File: config.mk
export PLATFORM = sky130hd
export DESIGN_NAME = strobe_transmitter_flat
export DESIGN_NICKNAME = d
export VERILOG_FILES = /design/src/rtl/strobe_transmitter_if.sv /design/src/rtl/strobe_transmitter.sv /design/src/flat_wrapper.sv
export SDC_FILE = /design/constraint.sdc
export NUM_CORES = 1
export LEC_CHECK = 0
export BUFFER_PORTS_ARGS = -buffer_cell sky130_fd_sc_hd__buf_4
export CAP_MARGIN = 10
export CORE_MARGIN = 4
export CORE_UTILIZATION = 54
export CTS_BUF_LIST = sky130_fd_sc_hd__clkbuf_4 sky130_fd_sc_hd__clkbuf_8
export DETAILED_ROUTE_END_ITERATION = 8
export MAX_ROUTING_LAYER = met4
export PLACE_DENSITY = 0.77
export SLEW_MARGIN = 15
export SYNTH_ARGS = -nofsm -noshare
export SYNTH_HDL_FRONTEND = slang
export SYNTH_SLANG_ARGS = --single-unit
File: constraint.sdc
create_clock -name clk_i -period 1.9 [get_ports clk_i]
set_input_delay 0.095 -clock clk_i [delete_from_list [all_inputs] [get_ports clk_i]]
set_output_delay 0.095 -clock clk_i [all_outputs]
set_load 0.03 [all_outputs]
File: src/rtl/strobe_transmitter_if.sv
// Request/strobe bundle between the capture-domain logic
// and the strobe transmitter.
interface strobe_transmitter_if;
  logic strobe_i;
  logic ack_async_i;
  logic strobe_o;
  logic busy_o;
  logic done_o;
  logic drop_o;
  logic timeout_o;

  modport master (
    output strobe_i,
    output ack_async_i,
    input  strobe_o,
    input  busy_o,
    input  done_o,
    input  drop_o,
    input  timeout_o
  );

  modport slave (
    input  strobe_i,
    input  ack_async_i,
    output strobe_o,
    output busy_o,
    output done_o,
    output drop_o,
    output timeout_o
  );
endinterface

File: src/rtl/strobe_transmitter.sv
// Turns 1-cycle request pulses into wide level strobes for a
// far-domain edge detector, with optional 4-phase ack handshake.
module strobe_transmitter #(
  parameter int HIGH_CYCLES    = 4,
  parameter int GAP_CYCLES     = 2,
  parameter int USE_ACK        = 1,
  parameter int TIMEOUT_CYCLES = 256
) (
  input  logic                clk_i,
  input  logic                rst_i,
  strobe_transmitter_if.slave bus
);

  localparam int CW = $clog2(TIMEOUT_CYCLES + 1);
  localparam logic [CW-1:0] HI_N  = CW'(HIGH_CYCLES);
  localparam logic [CW-1:0] GAP_N = CW'(GAP_CYCLES);
  localparam logic [CW-1:0] TO_N  = CW'(TIMEOUT_CYCLES);
  localparam logic [CW-1:0] ONE   = CW'(1);

  typedef enum logic [1:0] {
    IDLE,
    HIGH,
    WAIT_ACK_LOW,
    GAP
  } state_t;

  state_t        state;
  state_t        state_nxt;
  logic [CW-1:0] cnt;
  logic [CW-1:0] cnt_nxt;
  logic          pend;
  logic          pend_nxt;
  logic          ack_m;
  logic          ack_s;
  logic          fin;
  logic          take;
  logic          consume;
  logic          set_p;
  logic          done_nxt;
  logic          to_nxt;
  logic          drop_nxt;

  // Two-flop synchronizer: the only place the async ack is used
  always_ff @(posedge clk_i) begin
    if (rst_i) begin
      ack_m <= 1'b0;
      ack_s <= 1'b0;
    end else begin
      ack_m <= bus.ack_async_i;
      ack_s <= ack_m;
    end
  end

  // Next state, phase counter and pending-slot bookkeeping
  always_comb begin
    state_nxt = state;
    cnt_nxt   = (cnt == {CW{1'b1}}) ? cnt : cnt + 1'b1;
    fin       = 1'b0;
    take      = 1'b0;
    done_nxt  = 1'b0;
    to_nxt    = 1'b0;
    case (state)
      IDLE: take = bus.strobe_i | pend;
      HIGH: begin
        if (cnt >= HI_N && (USE_ACK == 0 || ack_s)) begin
          if (USE_ACK != 0) begin
            state_nxt = WAIT_ACK_LOW;
            cnt_nxt   = ONE;
          end else begin
            done_nxt = 1'b1;
            fin      = 1'b1;
          end
        end else if (cnt >= TO_N) begin
          to_nxt = 1'b1;
          fin    = 1'b1;
        end
      end
      WAIT_ACK_LOW: begin
        if (!ack_s) begin
          done_nxt = 1'b1;
          fin      = 1'b1;
        end else if (cnt >= TO_N) begin
          to_nxt = 1'b1;
          fin    = 1'b1;
        end
      end
      GAP: begin
        if (cnt >= GAP_N) begin
          if (pend) take = 1'b1;
          else state_nxt = IDLE;
        end
      end
      default: state_nxt = IDLE;
    endcase
    // A finished transfer either rests in GAP or, with no gap,
    // goes straight to the next request or back to IDLE
    if (fin) begin
      if (GAP_CYCLES > 0) begin
        state_nxt = GAP;
        cnt_nxt   = ONE;
      end else if (pend) begin
        take = 1'b1;
      end else begin
        state_nxt = IDLE;
      end
    end
    if (take) begin
      state_nxt = HIGH;
      cnt_nxt   = ONE;
    end
    consume  = take & pend;
    set_p    = bus.strobe_i & (pend ? consume : (state != IDLE));
    drop_nxt = bus.strobe_i & pend & ~consume;
    pend_nxt = set_p | (pend & ~consume);
  end

  // Core state register
  always_ff @(posedge clk_i) begin
    if (rst_i) begin
      state <= IDLE;
      cnt   <= '0;
      pend  <= 1'b0;
    end else begin
      state <= state_nxt;
      cnt   <= cnt_nxt;
      pend  <= pend_nxt;
    end
  end

  // Registered outputs, aligned with the state they describe
  always_ff @(posedge clk_i) begin
    if (rst_i) begin
      bus.strobe_o  <= 1'b0;
      bus.busy_o    <= 1'b0;
      bus.done_o    <= 1'b0;
      bus.drop_o    <= 1'b0;
      bus.timeout_o <= 1'b0;
    end else begin
      bus.strobe_o  <= (state_nxt == HIGH);
      bus.busy_o    <= (state_nxt != IDLE) | pend_nxt;
      bus.done_o    <= done_nxt;
      bus.drop_o    <= drop_nxt;
      bus.timeout_o <= to_nxt;
    end
  end

endmodule

File: src/flat_wrapper.sv
// flat-port wrapper written by rule: the top's interface ports become plain ports
module strobe_transmitter_flat 
#(
  parameter int HIGH_CYCLES    = 4,
  parameter int GAP_CYCLES     = 2,
  parameter int USE_ACK        = 1,
  parameter int TIMEOUT_CYCLES = 256
)
  (clk_i, rst_i, bus_strobe_i, bus_ack_async_i, bus_strobe_o, bus_busy_o, bus_done_o, bus_drop_o, bus_timeout_o);
  strobe_transmitter_if bus_i ();
  input  logic clk_i;
  input  logic rst_i;
  input wire logic [$bits(bus_i.strobe_i)-1:0] bus_strobe_i;
  input wire logic [$bits(bus_i.ack_async_i)-1:0] bus_ack_async_i;
  output wire logic [$bits(bus_i.strobe_o)-1:0] bus_strobe_o;
  output wire logic [$bits(bus_i.busy_o)-1:0] bus_busy_o;
  output wire logic [$bits(bus_i.done_o)-1:0] bus_done_o;
  output wire logic [$bits(bus_i.drop_o)-1:0] bus_drop_o;
  output wire logic [$bits(bus_i.timeout_o)-1:0] bus_timeout_o;
  assign bus_i.strobe_i = bus_strobe_i;
  assign bus_i.ack_async_i = bus_ack_async_i;
  assign bus_strobe_o = bus_i.strobe_o;
  assign bus_busy_o = bus_i.busy_o;
  assign bus_done_o = bus_i.done_o;
  assign bus_drop_o = bus_i.drop_o;
  assign bus_timeout_o = bus_i.timeout_o;
  strobe_transmitter #(.HIGH_CYCLES(HIGH_CYCLES), .GAP_CYCLES(GAP_CYCLES), .USE_ACK(USE_ACK), .TIMEOUT_CYCLES(TIMEOUT_CYCLES)) u_core (.clk_i(clk_i), .rst_i(rst_i), .bus(bus_i));
endmodule
* Word level (Yosys, flattened, before mapping)
Cells that the tools add are included.
** Storage, ports and cells
- Flip-flop bits (word level) :: 19
- Input bits :: 4
- Output and inout bits :: 5
- Logic and storage cells :: 58
** Cells by class
- Add/sub/neg operators :: 1
- $lt $le $gt $ge :: 3
- Equal/unequal tests :: 5
- Multiplexer cells :: 22
- Bitwise logic cells :: 10
- Reduce and logical (&&, ||, !) cells :: 6
** Operator list (count)
- $mux W9 :: 3
- $mux W1 :: 10
- $mux W2 :: 5
- $add A9 B1 Y9 const B :: 1
- $eq A9 B9 Y1 const B :: 1
- $ge A9 B2 Y1 const B :: 1
- $ge A9 B3 Y1 const B :: 1
- $ge A9 B9 Y1 const B :: 1
- $pmux W1 S2 :: 3
- $and A1 B1 Y1 :: 5
- $eq A2 B1 Y1 const B :: 2
- $eq A2 B2 Y1 const B :: 2
- $pmux W2 S2 :: 1
- $reduce_bool A2 Y1 :: 2
- $or A1 B1 Y1 :: 3
- $reduce_or A3 Y1 :: 1
- $logic_not A2 Y1 :: 1
- $not A1 Y1 :: 2
- $reduce_or A2 Y1 :: 1
- $logic_and A1 B1 Y1 :: 1

* Depth between registers and ports, before layout
Gate-level depths: netlist (run 1).
- Depth after elaboration :: 8
- Depth in mapped cells :: 8
- Depth with buffers taken out :: 7

* Worst setup path after synthesis (run 1)
No wires, ideal clock.
- Path type :: reg2reg
- Start :: reg u_core.state[1]
- End :: reg u_core.cnt[1]
- Library setup time :: 0.081 ns
- Data arrival time :: 1.728 ns
- Data required time :: 1.819 ns
- Slack :: 0.090 ns
- Stages on the path, launching flop included :: 9
- Path buffers :: 1
- Clock period less this slack :: 1.810 ns
- Path through :: dfxtp_1 -> inv_1 -> ha_1 -> nor2b_1 -> o21ai_0 -> a21boi_1 -> or4b_1 -> buf_6 -> a211oi_2
** Between the ends
- Longest elaborated chain between the ends :: 3
- Elaborated cells between the ends (all ways) :: 8
- Classes of those cells :: eq/ne (3); mux (3); reduce/logical (2)
** Ends and longest elaborated chain
- start, declared :: line strobe_transmitter.sv:27 : state_t state;
- start signal, assigned :: line strobe_transmitter.sv:124 : state <= state_nxt;
- $eq A2 B2 Y1, or another cell as far along :: line strobe_transmitter.sv:62 : case (state)
- $pmux W1 S2 :: line strobe_transmitter.sv:62
- $reduce_or A3 Y1 (no source line)
- end signal, assigned :: line strobe_transmitter.sv:125 : cnt <= cnt_nxt;
- end, declared :: line strobe_transmitter.sv:29 : logic [CW-1:0] cnt;
Parallel ways exist; a longest one is shown, timed or not.
A chain may end at the register's enable or synchronous reset.

* Worst setup path in the final report (run 1)
Ends and elaborated chain as after synthesis.

==> run_results.csv, run 1 <==
group,metric,value,unit
die,start_util,59.9,%
timing,fin_crit_sh,97.7,%
finish,antenna_cells,0,
cts,path_clk_slew,100,ps
placed_design,port_buffers,8,
critical_path,worst-path-buf-inv,2,
pwr,power_switching_share,31.7,%
timing,worst_pin_slew,356,ps
timing,slew_headroom,76.3,%
critical_path,end_kind,"flop",
timing,fin_crit,1860,ps
grt,grt_pass1_vias,827,
critical_path,cp-start-kind,"flop",
cts,holdBufCountCts,0,
critical_path,path_class,"flop to flop",
outcome,outcome,"finished clean",
critical_path,worstPathArrival,2070,ps
critical_path,cp_top_family,"simple AND/OR/NAND/NOR gates",
critical_path,crit_fanout,8,
hold_path,min_path_cells,2,
cts,insertion_delay,300,ps
critical_path,rr_worst_depth,8,
finish,syn_to_final_growth,21.5,%
pwr,p_int,667,uW
cts,cts_max_path_buffers,2,
pwr,p_switching,310,uW
yosys,synth_nets,112,
timing,finalHoldViolCount,0,
finish,layout-drive-gt1-share,34.7,%
cts,cts_tree,"done",
grt,grt_pass1_wl,3570,um
placed_design,dpl.hpwl,1480,um
yosys,ys_seq_area_share,39.8,%
cts,cts_made_buffers,3,
die,die_h,50.0,um
critical_path,critPathSlowestCell,"or4b_4",
cts,clock_sinks,19,
critical_path,worstReg2RegEnd,"u_core.cnt[1]",
timing,finalMaxSlewViolations,0,
critical_path,r2r_slack,40,ps
hold_path,hold_path_class,"input port to flop",
timing,skew,4.64,ps
critical_path,r2r_start,"u_core.state[1]",
yosys,syn_area,955,um^2
route,drtAntennaViolNets,0,
route,wirelength,2030,um
yosys,syn_avg_cell_area,9.36,um^2
timing,max_freq,539,MHz
yosys,yosysUniqueCellTypes,34,
grt,grt_max_degree,13,
yosys,synth_cells,102,
cts,cts_root_buf,"clkbuf_4",
critical_path,worstPathCellList,"inv_2 > ha_2 > nor2b_1 > o21ai_1 > a21boi_1 > or4b_4 > buf_6 > a211oi_2",
timing,fin_ws,43.8,ps
cts,cts_max_level,1,
route,drtIter0Drc,14,
die,boundaryPins,9,
timing,setup_viol,0,
pwr,combPwrFrac,30.2,%
hold_path,holdCritStartpoint,"bus_ack_async_i",
finish,num-fill-cells,111,
grt,antenna_found_initial,0,
pwr,ir_worst_vdd,0.751,mV
route,dr.pass1.iters,4,
finish,instances_no_fill,145,
critical_path,worstPathRequired,2120,ps
pwr,power_density,842,nW/um^2
critical_path,max_stage_delay,540,ps
pwr,p_leak,0.000455,uW
yosys,ys_seq_elements,19,
pwr,sequentialPowerShare,47.5,%
placed_design,place_inst,140,
route,viasPerCell,5.68,
die,die-area,2500,um^2
timing,rsz0062_at_grt,"yes",
route,remaining_drc_errors,0,
route,num_vias,824,
run,cap_violations,0,
die,core,1590,um^2
yosys,synth_warnings,0,
finish,layout.nets,132,
pwr,pwr-share-clk,22.3,%
placed_design,gp_congestion,0.879,
grt,grt_overflow,0,
hold_path,min_to,"u_core.ack_m",
route,routedWlPerCell,14.0,um
placed_design,dp_slack,-80.2,ps
die,rows,14,
die,die_w,50.0,um
grt,track_usage,19.1,%
repair_timing:
item,in CTS,in global routing
pin swaps,0,4
setup buffers,0,1
endpoints found under the setup margin,8,11
resized for setup,5,12
sequential cells by signal, summed over array words and instances (netlist names):
signal	cells
u_core.bus.drop_o	1
u_core.bus.timeout_o	1
u_core.ack_m	1
u_core.bus.strobe_o	1
u_core.ack_s	1
u_core.bus.busy_o	1
u_core.pend	1
u_core.state	2
u_core.bus.done_o	1
u_core.cnt	9
cell families (layout without fill, tap and decap cells):
kind of cell / after synthesis / in the layout / share of synthesized area (%)
AOI/OAI and AO/OA: 22 / 22 / 15.6
xor gates and xnor gates: 6 / 6 / 5.50
adders and majority gates: 6 / 6 / 7.86
buffers and inverters: 6 / 25 / 3.14
DFF: 19 / 19 / 39.8
and+or+nand+nor: 43 / 43 / 28.0
synth_stat cells (all sizes together):
| library cell | n | area (um^2) |
|---|---|---|
| a211oi | 4 | 40.0 |
| a31oi | 1 | 6.26 |
| nand3b | 1 | 7.51 |
| and4b | 1 | 10.0 |
| xnor2 | 2 | 17.5 |
| dfxtp | 19 | 380 |
| nand3 | 1 | 5.00 |
| nand2b | 1 | 6.26 |
| nor2b | 4 | 25.0 |
| xor2 | 4 | 35.0 |
| or4b | 1 | 10.0 |
| a21oi | 10 | 57.6 |
| nor3 | 3 | 20.0 |
| a2bb2oi | 1 | 8.76 |
| ha | 6 | 75.1 |
| nor2 | 11 | 41.3 |
| o21ai | 4 | 20.0 |
| nor3b | 3 | 22.5 |
| and4 | 1 | 8.76 |
| clkbuf | 1 | 3.75 |
| and2 | 4 | 25.0 |
| nor4 | 1 | 21.3 |
| o32ai | 1 | 8.76 |
| buf | 1 | 11.3 |
| nand4 | 5 | 37.5 |
| a21boi | 1 | 7.51 |
| inv | 4 | 15.0 |
| nand2 | 5 | 21.3 |
| and3 | 1 | 6.26 |
power by group through the flow:
stage | Clock, uW | Sequential (uW) | Combinational (uW)
final | 218 | 464 | 295
after global routing | 246 | 468 | 330
after global placement | 0 | 466 | 260
after floorplan | 0 | 487 | 161
after CTS | 223 | 461 | 275
after detailed placement | 0 | 468 | 269
per-stage QoR:
step	TNS, ps	total power, uW	hold WS, ps	instance area, um^2	util (%)
after floorplan	0	648	223	955	-
after global placement	-102	726	313	1090	68.4
after detailed placement	-300	736	316	1090	68.4
after CTS	0	959	2.66	1130	70.8
after global routing	-43.0	1040	29.2	1160	72.8
final	0	977	3.53	1160	72.8
placed cells by master, fill, tap and decap left out, types with 2 or more instances in the layout:
master,Yosys,layout
a21oi_1,8,8
nor2_1,11,10
nand4_1,4,4
xor2_1,4,4
xnor2_1,2,2
inv_1,4,2
nand2_1,4,4
dfxtp_2,0,4
clkbuf_4,0,4
buf_4,0,16
and2_1,4,4
nor2b_1,4,4
nor3_1,2,2
ha_2,0,2
dfxtp_1,19,14
nor3b_1,3,2
a211oi_2,2,2
inv_2,0,2
o21ai_0,4,2
ha_1,6,4
a211oi_1,2,2
a21oi_2,2,2
per-layer routing:
metal	GRT usage, %	share of wire, %	wire length, um
met1	22.4	43	866
met2	29.1	47	950
met3	5.12	6.9	139
met4	11.1	3.6	73
met5	-	0	0
cell type report:
cell class              instances  area (um^2)  area share, %
inverters                       4         15.0           1.29
multi-input cells              77          564           48.7
repair buffers                 17          131           11.3
well taps                      24         30.0           2.59
clock buffers                   4         30.0           2.59
flip-flops and latches         19          389           33.5
how the worst max path moves through the flow:
stage                    startpoint            end  slack [ps]  cells after the start
floorplan           u_core.state[1]  u_core.cnt[1]          90                      8
detailed placement  u_core.state[0]  u_core.cnt[1]         -80                      8
global placement    u_core.state[0]  u_core.cnt[4]         -40                      8
global route          u_core.cnt[0]  u_core.cnt[4]         -20                      8
CTS                 u_core.state[1]  u_core.cnt[1]          10                      8
finish              u_core.state[1]  u_core.cnt[1]          40                      8
Power figures use the tool's default switching activity.
==> run 2: changes to the inputs <==
- clock period: 1.9 -> 1.55 ns (I/O delays scaled with it)
==> run_results.csv, run 2 <==
group,metric,value,unit
die,die_w,50.0,um
placed_design,gp_congestion,0.886,
yosys,syn_area,955,um^2
yosys,yosysMostFrequentCell,"dfxtp_1",
yosys,synth_cells,102,
grt,grt_max_degree,13,
yosys,ys.flop_type,"dfxtp_1",
yosys,synth_edf_count,0,
timing,endpoint_type,"sequential cell input",
outcome,lastStage,"global routing (5_1_grt)",
yosys,asyncSetResetFlopFracSynth,0,%
die,boundaryPins,9,
placed_design,port_buffers,8,
outcome,stop_error,"[ERROR DPL-0038] Utilization greater than 100%, impossible to legalize",
cts,cts_max_level,1,
yosys,synth_warnings,0,
yosys,ys_seq_area_share,39.8,%
cts,cts_root_buf,"clkbuf_4",
yosys,synth_top_cell_area_share,39.8,%
die,rows,14,
cts,cts_made_buffers,3,
cts,cts_max_path_buffers,2,
timing,worst_endpoint,"u_core.cnt[1]$_SDFF_PP0_/D",
yosys,yosys-top-cells-count,"19 x dfxtp_1, 11 x nor2_1, 8 x a21oi_1",
die,start_util,59.9,%
yosys,syn_avg_cell_area,9.36,um^2
yosys,yosysUniqueCellTypes,34,
yosys,yosys-top-cells-area,"dfxtp_1 40%, ha_1 7.9%, nor2_1 4.3%",
yosys,ys_seq_elements,19,
yosys,yosysTopAreaCell,"dfxtp_1",
placed_design,dpl.hpwl,1800,um
die,die_h,50.0,um
cts,clock_sinks,19,
yosys,synth_nets,112,
outcome,outcome,"aborted with a tool error",
## run 2: cell counts after synthesis
No cell type changed its count.
## run 2: what timing repair did
item / 4_1_cts
setup endpoints to repair: 13
buffers inserted: 10
resized for setup: 26
pin swaps: 13
hold buffers: 1
endpoints found under the hold margin: 1
## run 2: cell families after synthesis
logic type      count (synthesis)  synth area share, %
flops                          19                 39.8
xor+xnor                        6                 5.50
fa+ha+maj                       6                 7.86
compound gates                 22                 15.6
buf+inv                         6                 3.14
simple gates                   43                 28.0
## run 2: through the flow
step | std cells | utilization (%) | hold WS, ps | setup slack [ps] | instance area, um^2
after floorplan | 102 | - | 206 | -210 | 986
after global placement | 161 | 80.2 | 294 | -227 | 1280
after detailed placement | 161 | 80.2 | 302 | -328 | 1280
after CTS | 174 | 92.5 | 20.3 | -244 | 1480
==> run 3: changes to the inputs <==
- CORE_AREA: not set -> 4 4 65 67
- CORE_MARGIN: 4 -> not set
- CORE_UTILIZATION: 54 -> not set
- CTS_BUF_LIST: sky130_fd_sc_hd__clkbuf_4 sky130_fd_sc_hd__clkbuf_8 -> not set
- DIE_AREA: not set -> 0 0 69 71
- MAX_ROUTING_LAYER: met4 -> not set
- PLACE_DENSITY: 0.77 -> not set
- PLACE_DENSITY_LB_ADDON: not set -> 0.15
- clock period: 1.55 -> 2 ns (I/O delays scaled with it)
==> run_results.csv, run 3 (synthesis gave the netlist of run 1 again) <==
group,metric,value,unit
timing,setup_viol,0,
cts,clock_sinks,19,
placed_design,dpl.hpwl,1550,um
route,routedWlPerCell,11.6,um
grt,antenna_found_initial,0,
die,start_util,26.3,%
route,wirelength,1980,um
timing,hold_ws,49.1,ps
die,die-area,4900,um^2
route,drtIter0Drc,33,
pwr,ir_worst_vdd,0.287,mV
grt,met2_usage,14.6,%
grt,grtUsageMet1,10.1,%
critical_path,end_kind,"flop",
cts,cts_root_buf,"clkbuf_8",
die,rows,22,
critical_path,crit_fanout,8,
timing,finalHoldViolCount,0,
placed_design,gp_congestion,0.847,
timing,finalMaxSlewViolations,0,
critical_path,worstPathArrival,2070,ps
cts,cts_made_buffers,3,
cts,post_cts_buffers,0,
grt,grt_pass1_vias,742,
timing,rsz0062_at_grt,"no",
grt,grtUsageMet3,2.27,%
finish,reg.largest.list,"u_core.cnt: 9 flops, u_core.state: 2 flops",
finish,seqCellArea,382,um^2
grt,top_usage_layer,"met2",
route,remaining_drc_errors,0,
critical_path,worstPathRequired,2180,ps
finish,multiInputGateArea,547,um^2
timing,fin_tns_setup,0,ps
route,drtAntennaViolNets,0,
die,die_w,69,um
timing,worst_pin_slew,349,ps
finish,top_register,"u_core.cnt",
finish,largest_reg_flops,9,
timing,skew,1.65,ps
pwr,combPwrFrac,27.1,%
finish,antenna_cells,0,
cts,cts_tree,"done",
pwr,p_int,674,uW
timing,fin_ws,114,ps
hold_path,hold_path_class,"input port to flop",
route,dr.pass1.iters,4,
finish,layout_common_cells,"19 x buf_4, 18 x dfxtp_1, 11 x nor2_1, 8 x a21oi_1, 5 x ha_1",
pwr,pwr-share-clk,28.2,%
placed_design,port_buffers,8,
timing,fin_crit_sh,94.3,%
die,boundaryPins,9,
grt,track_usage,8.87,%
outcome,outcome,"finished clean",
cts,insertion_delay,260,ps
finish,num-fill-cells,388,
run,cap_violations,0,
finish,final_common_cell,"buf_4",
pwr,power_switching_share,30.7,%
route,viasPerCell,4.53,
finish,syn_to_final_growth,24.8,%
timing,slew_headroom,76.7,%
grt,grt_max_degree,13,
cts,ctsResizeCount,0,
cts,cts_max_level,1,
timing,fin_crit,1890,ps
route,num_vias,775,
timing,max_freq,530,MHz
finish,layout-drive-gt1-share,26.0,%
pwr,p_leak,0.000463,uW
pwr,sequentialPowerShare,44.7,%
die,core,3630,um^2
critical_path,cp-start-kind,"flop",
die,die_h,71,um
finish,layout.nets,134,
placed_design,dp_slack,82.6,ps
grt,grt_pass1_wl,3400,um
grt,grt_overflow,0,
cts,path_clk_slew,70,ps
critical_path,path_class,"flop to flop",
cts,holdBufCountCts,0,
pwr,p_switching,298,uW
pwr,power_density,816,nW/um^2
cts,cts_max_path_buffers,2,
## run 3: per-layer routing
metal / routed length [um] / up-vias
met4: 52 / 0
met2: 887 / 8
met3: 62 / 4
li1: - / 407
met5: 0 / -
met1: 982 / 356
## run 3: through the flow
| step | area, um^2 | total power [uW] | instances | utilization [%] |
|---|---|---|---|---|
| after CTS | 1190 | 985 | 171 | 32.7 |
| after global placement | 1140 | 707 | 167 | 31.4 |
| after detailed placement | 1140 | 708 | 167 | 31.4 |
| final | 1190 | 972 | 171 | 32.8 |
| after global routing | 1190 | 1030 | 171 | 32.8 |
| after floorplan | 955 | 616 | 102 | - |
## run 3: layout make-up
type	count	area share, %
timing repair buffer	19	12.0
sequential	19	32.0
multi-input combinational	77	45.9
inverter	4	1.26
tap	48	5.04
clock buffer	4	3.78
## run 3: power groups by stage
stage          clock [uW]  combinational [uW]  sequential (uW)
6_report              274                 263              435
5_1_grt               302                 292              439
4_1_cts               285                 266              434
3_5_place_dp            0                 264              444
3_3_place_gp            0                 264              443
2_1_floorplan           0                 153              463
## run 3: worst max-delay path, cell delays in order, from the launching register on
cell and delay, ps:
dfxtp_1 380, inv_1 90, ha_1 240, o21ai_0 160, a21oi_1 110, nand2_2 80, or4b_1 420, buf_4 180
a211oi_2 140
## run 3: worst paths after layout
path,start,end,slack [ps],cells past startpoint
worst min-delay path,bus_ack_async_i,u_core.ack_m,50,2
worst max-delay path,u_core.state[0],u_core.cnt[4],110,8
worst min register to register,u_core.ack_m,u_core.ack_s,440,1
worst max register to register,u_core.state[0],u_core.cnt[4],110,8
